==> config.mk <==
export PLATFORM = sky130hd
export DESIGN_NAME = axi4_lite_sram_slave
export DESIGN_NICKNAME = d
export VERILOG_FILES = /design/src/rtl/axi4_lite_sram_slave.sv
export SDC_FILE = /design/constraint.sdc
export NUM_CORES = 1
export LEC_CHECK = 0
export CORE_MARGIN = 2
export CORE_UTILIZATION = 41
export CTS_BUF_LIST = sky130_fd_sc_hd__clkbuf_4 sky130_fd_sc_hd__clkbuf_8 sky130_fd_sc_hd__clkbuf_16
export DETAILED_ROUTE_END_ITERATION = 16
export PLACE_DENSITY_LB_ADDON = 0.05
export SETUP_SLACK_MARGIN = 0.2
export SLEW_MARGIN = 25
export SYNTH_ARGS = -nofsm -noshare
export SYNTH_HDL_FRONTEND = slang
export SYNTH_SLANG_ARGS = --single-unit
==> constraint.sdc <==
create_clock -name aclk -period 2.1 [get_ports aclk]
set_input_delay 0.525 -clock aclk [delete_from_list [all_inputs] [get_ports aclk]]
set_output_delay 0.525 -clock aclk [all_outputs]
set_load 0.03 [all_outputs]
==> src/rtl/axi4_lite_sram_slave.sv <==
// AXI4-Lite responder that executes single AXI4-Lite transactions as cycles on a
// synchronous single-port SRAM (1-cycle read latency), one transaction in flight.
module axi4_lite_sram_slave #(
    parameter int BUS_WIDTH  = 32,
    parameter int DATA_WIDTH = 32,
    parameter int MEM_WORDS  = 1024
) (
    input  logic                         aclk,
    input  logic                         reset,
    input  logic                         ar_valid,
    output logic                         ar_ready,
    input  logic [BUS_WIDTH-1:0]         ar_addr,
    input  logic [2:0]                   ar_prot,
    input  logic                         aw_valid,
    output logic                         aw_ready,
    input  logic [BUS_WIDTH-1:0]         aw_addr,
    input  logic [2:0]                   aw_prot,
    output logic                         rd_valid,
    input  logic                         rd_ready,
    output logic [DATA_WIDTH-1:0]        rd_data,
    output logic                         rd_resp,
    input  logic                         wd_valid,
    output logic                         wd_ready,
    input  logic [DATA_WIDTH-1:0]        wd_data,
    input  logic [DATA_WIDTH/8-1:0]      wstrb,
    output logic                         wr_valid,
    input  logic                         wr_ready,
    output logic                         wr_breap,
    output logic                         sram_ce,
    output logic                         sram_we,
    output logic [$clog2(MEM_WORDS)-1:0] sram_addr,
    output logic [DATA_WIDTH-1:0]        sram_wdata,
    output logic [DATA_WIDTH/8-1:0]      sram_wmask,
    input  logic [DATA_WIDTH-1:0]        sram_rdata
);
    localparam int ADDR_W = $clog2(MEM_WORDS);
    localparam int WORD_W = BUS_WIDTH - 2;
    localparam int STRB_W = DATA_WIDTH / 8;
    localparam logic [WORD_W-1:0] MEM_LIMIT = WORD_W'(MEM_WORDS);

    typedef enum logic [2:0] {IDLE, RD_MEM, RD_RESP, WR_MEM, WR_RESP} state_e;

    state_e                state_q, state_d;
    logic                  aw_held_q, aw_held_d;
    logic                  w_held_q, w_held_d;
    logic                  last_grant_wr_q, last_grant_wr_d;
    logic [ADDR_W-1:0]     ar_word_q, ar_word_d;
    logic [ADDR_W-1:0]     aw_word_q, aw_word_d;
    logic                  rd_ok_q, rd_ok_d;
    logic                  wr_ok_q, wr_ok_d;
    logic [DATA_WIDTH-1:0] w_data_q, w_data_d;
    logic [STRB_W-1:0]     w_strb_q, w_strb_d;
    logic                  rd_first_q, rd_first_d;
    logic [DATA_WIDTH-1:0] rd_data_q, rd_data_d;

    logic                  aw_hs, w_hs, grant_wr;
    logic [DATA_WIDTH-1:0] rd_now;
    logic                  unused_bits;

    assign unused_bits = ^{ar_prot, aw_prot, ar_addr[1:0], aw_addr[1:0]};

    always_comb begin
        state_d         = state_q;
        aw_held_d       = aw_held_q;
        w_held_d        = w_held_q;
        last_grant_wr_d = last_grant_wr_q;
        ar_word_d       = ar_word_q;
        aw_word_d       = aw_word_q;
        rd_ok_d         = rd_ok_q;
        wr_ok_d         = wr_ok_q;
        w_data_d        = w_data_q;
        w_strb_d        = w_strb_q;
        rd_first_d      = rd_first_q;
        rd_data_d       = rd_data_q;
        ar_ready        = 1'b0;
        aw_ready        = 1'b0;
        wd_ready        = 1'b0;
        rd_valid        = 1'b0;
        rd_data         = '0;
        rd_resp         = 1'b0;
        wr_valid        = 1'b0;
        wr_breap        = 1'b0;
        sram_ce         = 1'b0;
        sram_we         = 1'b0;
        sram_addr       = '0;
        sram_wdata      = '0;
        sram_wmask      = '0;
        aw_hs           = 1'b0;
        w_hs            = 1'b0;
        grant_wr        = 1'b0;
        rd_now          = '0;

        if (!reset) begin
            // AW and W halves are collected independently, even while a read is in flight
            aw_ready = !aw_held_q;
            wd_ready = !w_held_q;
            aw_hs    = aw_valid && aw_ready;
            w_hs     = wd_valid && wd_ready;
            if (aw_hs) begin
                aw_held_d = 1'b1;
                aw_word_d = aw_addr[ADDR_W+1:2];
                wr_ok_d   = aw_addr[BUS_WIDTH-1:2] < MEM_LIMIT;
            end
            if (w_hs) begin
                w_held_d = 1'b1;
                w_data_d = wd_data;
                w_strb_d = wstrb;
            end

            case (state_q)
                IDLE: begin
                    grant_wr = ar_valid && (aw_valid || aw_held_q || w_held_q) && !last_grant_wr_q;
                    ar_ready = !aw_held_q && !w_held_q && !grant_wr;
                    if (ar_valid && ar_ready) begin
                        ar_word_d       = ar_addr[ADDR_W+1:2];
                        rd_ok_d         = ar_addr[BUS_WIDTH-1:2] < MEM_LIMIT;
                        last_grant_wr_d = 1'b0;
                        state_d         = RD_MEM;
                    end else if ((aw_held_q || aw_hs) && (w_held_q || w_hs)) begin
                        last_grant_wr_d = 1'b1;
                        state_d         = WR_MEM;
                    end
                end
                RD_MEM: begin
                    sram_ce    = rd_ok_q;
                    sram_addr  = rd_ok_q ? ar_word_q : '0;
                    rd_first_d = 1'b1;
                    state_d    = RD_RESP;
                end
                RD_RESP: begin
                    // SRAM output is only valid in the first response cycle; hold it afterwards
                    if (rd_first_q) rd_now = rd_ok_q ? sram_rdata : '0;
                    else            rd_now = rd_data_q;
                    rd_valid   = 1'b1;
                    rd_data    = rd_now;
                    rd_resp    = rd_ok_q;
                    rd_data_d  = rd_now;
                    rd_first_d = 1'b0;
                    if (rd_ready) state_d = IDLE;
                end
                WR_MEM: begin
                    sram_ce    = wr_ok_q;
                    sram_we    = wr_ok_q;
                    sram_addr  = wr_ok_q ? aw_word_q : '0;
                    sram_wdata = wr_ok_q ? w_data_q : '0;
                    sram_wmask = wr_ok_q ? w_strb_q : '0;
                    aw_held_d  = 1'b0;
                    w_held_d   = 1'b0;
                    state_d    = WR_RESP;
                end
                WR_RESP: begin
                    wr_valid = 1'b1;
                    wr_breap = wr_ok_q;
                    if (wr_ready) state_d = IDLE;
                end
                default: state_d = IDLE;
            endcase
        end
    end

    always_ff @(posedge aclk) begin
        if (reset) begin
            state_q         <= IDLE;
            aw_held_q       <= 1'b0;
            w_held_q        <= 1'b0;
            last_grant_wr_q <= 1'b1;
            ar_word_q       <= '0;
            aw_word_q       <= '0;
            rd_ok_q         <= 1'b0;
            wr_ok_q         <= 1'b0;
            w_data_q        <= '0;
            w_strb_q        <= '0;
            rd_first_q      <= 1'b0;
            rd_data_q       <= '0;
        end else begin
            state_q         <= state_d;
            aw_held_q       <= aw_held_d;
            w_held_q        <= w_held_d;
            last_grant_wr_q <= last_grant_wr_d;
            ar_word_q       <= ar_word_d;
            aw_word_q       <= aw_word_d;
            rd_ok_q         <= rd_ok_d;
            wr_ok_q         <= wr_ok_d;
            w_data_q        <= w_data_d;
            w_strb_q        <= w_strb_d;
            rd_first_q      <= rd_first_d;
            rd_data_q       <= rd_data_d;
        end
    end

endmodule

==> results.md <==
* Slew Limit Headroom at 61.03%
* Worst EP required at 1.57 ns
* Clock skew at 0.008800 ns
* Number of enable flip-flop cells after synthesis at 0
* Initial Utilization at 42.09%
* Number of buffers added on ports at 221
* Net Sw Power at 0.001194 W
* Switching part of the total at 26.21%
* Largest area contributor in the netlist: dfxtp_1
* Post-Synthesis Cells at 572
* Clock transition at path regs at 0.07 ns
* Vias in the first global route at 5,213
* Fin crit share at 113.6%
* CTS tree: yes
* CP bufs+invs at 2
* Commonest non-fill, non-tap cells in the layout: clkdlybuf4s50_1, nand2_1, dfxtp_1, buf_6, buf_4
* Seq pwr share at 43.5%
* Pre-CTS WS at -0.1517 ns
* DR DRC count at 0
* Crit-path max FO at 8
* Gr usage total at 24.70%
* H-tree Lvls at 3
* Final setup margin at -0.2855 ns
* Number of cells on the worst reg-to-reg path at 6
* PwrDens at 527.4 mW/mm^2
* Initial antenna violation count at 1
* DP HPWL at 10,060 um
* Die width at 112.3 um
* Avg Inst Size Synth at 8.402 um^2
* Crit-path max cell delay at 0.62 ns
* Critical path, cell by cell: or4b_4, clkbuf_16, a21oi_4, buf_6
* Pin count of the biggest net entering global routing at 65
* Netlist Area Pre-Place at 0.004806 mm^2
* Final setup violation count at 83
* Synth warn at 0
* Skew-Pair Late Insertion Delay at 0.34 ns
* GRT overflow at 0
* Hold Vio Cnt, Final at 0
* Num ports at 232
* Global-route wire length before repair at 25,160 um
* Pins Over Slew Limit at 0
* Crit path arrival time at 1.86 ns
* Synth Flop Type: dfxtp_1
* Failing checks: setup timing
* Fin util at 75.61%
* Worst hold path depth at 2
* Power share of the combinational group at 20.6%
* Crit start category: flip-flop
* Via count at 5,074
* Post-synthesis sequential area ratio at 40.41%
* Flops & latches, synth at 97
* Worst path top cell family by delay: simple AND/OR/NAND/NOR gates
* Worst min-delay path category: reg -> reg
* Post-synthesis net count at 717
* Via density at 5.151
* # Max-Cap Violations at 0
* Final Critical Period at 2.385 ns
* Commonest non-fill, non-tap cell in the layout: clkdlybuf4s50_1
* Layout cells sized above 1 at 35.32%
* Top cells by area, synth: dfxtp_1, a21oi_4, nand2_1, a21oi_1, a21o_1
* Detailed-router iteration count before antenna repair at 4
* GPL Wtd Cong at 0.8007
* Worst Setup End Kind: output pin
* Area growth syn-to-layout at 79.64%
* Wire per inst at 16.30 um
* Peak VDD IR at 0.4300 mV
* Levels on crit path at 4
* Die height at 112.3 um
* Result of the run: finished, violations left
* Leakage at 3.465 nW
* Async S/R FF share, synth at 0%
* Cell Int Power at 0.003360 W
* Maximum clock insertion buffer count at 2
* Final antenna-violating net count at 0
* Fmax at 419.2 MHz
* # rows at 39
* Slowest CP cell: or4b_4
* Clock root buffer: clkbuf_16
* Distinct cells, synth at 37
* Post-synth top area share at 40.41%
* CTS Sinks at 97
* Die footprint at 0.01260 mm^2
* RSZ-0062 raised after global routing: yes
* CTS buffer count at 9
* Measured slew at the worst slew-check pin at 0.5792 ns
* Final net count at 981
* Clock power share at 35.8%
* DRT iter0 DRCs at 203
* Core ar. at 0.01142 mm^2
* Critical path class: reg -> out
* Wirelength, routed at 16,060 um
## synth_stat cells, types with 3 or more instances
| library cell | number |
|---|---|
| dfxtp_1 | 97 |
| nand2_1 | 96 |
| a21oi_1 | 63 |
| clkbuf_1 | 39 |
| and2_1 | 37 |
| nand2b_1 | 36 |
| a21o_1 | 34 |
| nand3_1 | 34 |
| a21oi_4 | 28 |
| nor2_1 | 22 |
| nand4_1 | 12 |
| o31ai_1 | 11 |
| a22oi_1 | 10 |
| nor4_1 | 8 |
| buf_1 | 5 |
| nor3_1 | 5 |
| nor2b_1 | 4 |
| buf_12 | 3 |
| buf_2 | 3 |
| nor3b_1 | 3 |
## repair_timing
item,in CTS,in global routing
resized for setup,131,24
buffers inserted,10,11
hold buffers,0,0
gates cloned,6,4
pin swaps,13,26
endpoints found under the setup margin,87,88
## final cells by class
type / instances / area (um^2)
diodes: 1 / 2.502
clock buffers: 14 / 287.8
clock inverters: 2 / 10.01
fillers: 833 / 2785
inverters: 2 / 20.02
multi-input cells: 422 / 2934
flip-flops and latches: 97 / 1953
well taps: 143 / 178.9
repair buffers: 304 / 3247
## worst reg2reg max path, delay by kind of cell (launching register included)
family | cells | cell delay, ns
flip-flops | 1 | 0.37
AO/OA/AOI/OAI | 2 | 0.20
buffers and inverters | 3 | 0.45
AND/OR/NAND/NOR | 1 | 0.62
## power groups by stage
stage	sequential [W]	combinational (W)	clock (W)
2_1_floorplan	0.00199	0.000426	0
3_3_place_gp	0.00201	0.000802	0
3_5_place_dp	0.00201	0.000820	0
4_1_cts	0.00198	0.000888	0.00166
5_1_grt	0.00199	0.00101	0.00175
6_report	0.00198	0.000939	0.00163
## metrics by stage
step / setup TNS [ns] / hold WS (ns) / std cells / total power (W) / instance area, um^2
floorplan: -0.002912 / 0.4276 / 572 / 0.002418 / 4955
global placement: -3.376 / 0.4327 / 937 / 0.002810 / 7368
detailed placement: -4.045 / 0.4398 / 937 / 0.002834 / 7368
CTS: -18.35 / 0.4510 / 969 / 0.004525 / 8368
global route: -25.15 / 0.4614 / 985 / 0.004748 / 8633
finish: -19.40 / 0.4521 / 985 / 0.004554 / 8633
## per-layer routing
| metal | track usage [%] | routed length, um |
|---|---|---|
| met1 | 29.67 | 6507 |
| met4 | 9.431 | 91 |
| met2 | 42.73 | 8436 |
| met5 | 0 | 0 |
| met3 | 6.048 | 1021 |
## cell families (layout without fill, tap and decap cells)
logic type | after synthesis | in the layout | share of synthesized area, %
buffers and inverters | 54 | 322 | 5.624
other | 0 | 1 | 0
flip-flops | 97 | 97 | 40.41
AO/OA/AOI/OAI | 155 | 155 | 25.98
AND/OR/NAND/NOR | 266 | 267 | 27.99
## registers in the layout, summed over array words and instances (netlist names), 3 cells and up
signal     flops
ar_word_q     10
w_data_q      32
w_strb_q       4
state_q        3
aw_word_q     10
rd_data_q     32
## final timing paths
kind	from	to	slack, ns
setup / recovery	state_q[0]	rd_data[30]	-0.29
hold / removal	w_data_q[4]	w_data_q[4]	0.45
setup reg to reg	state_q[0]	rd_data_q[16]	0.41
hold reg to reg	w_data_q[4]	w_data_q[4]	0.45
No activity file was read; power rests on OpenSTA's default activity.
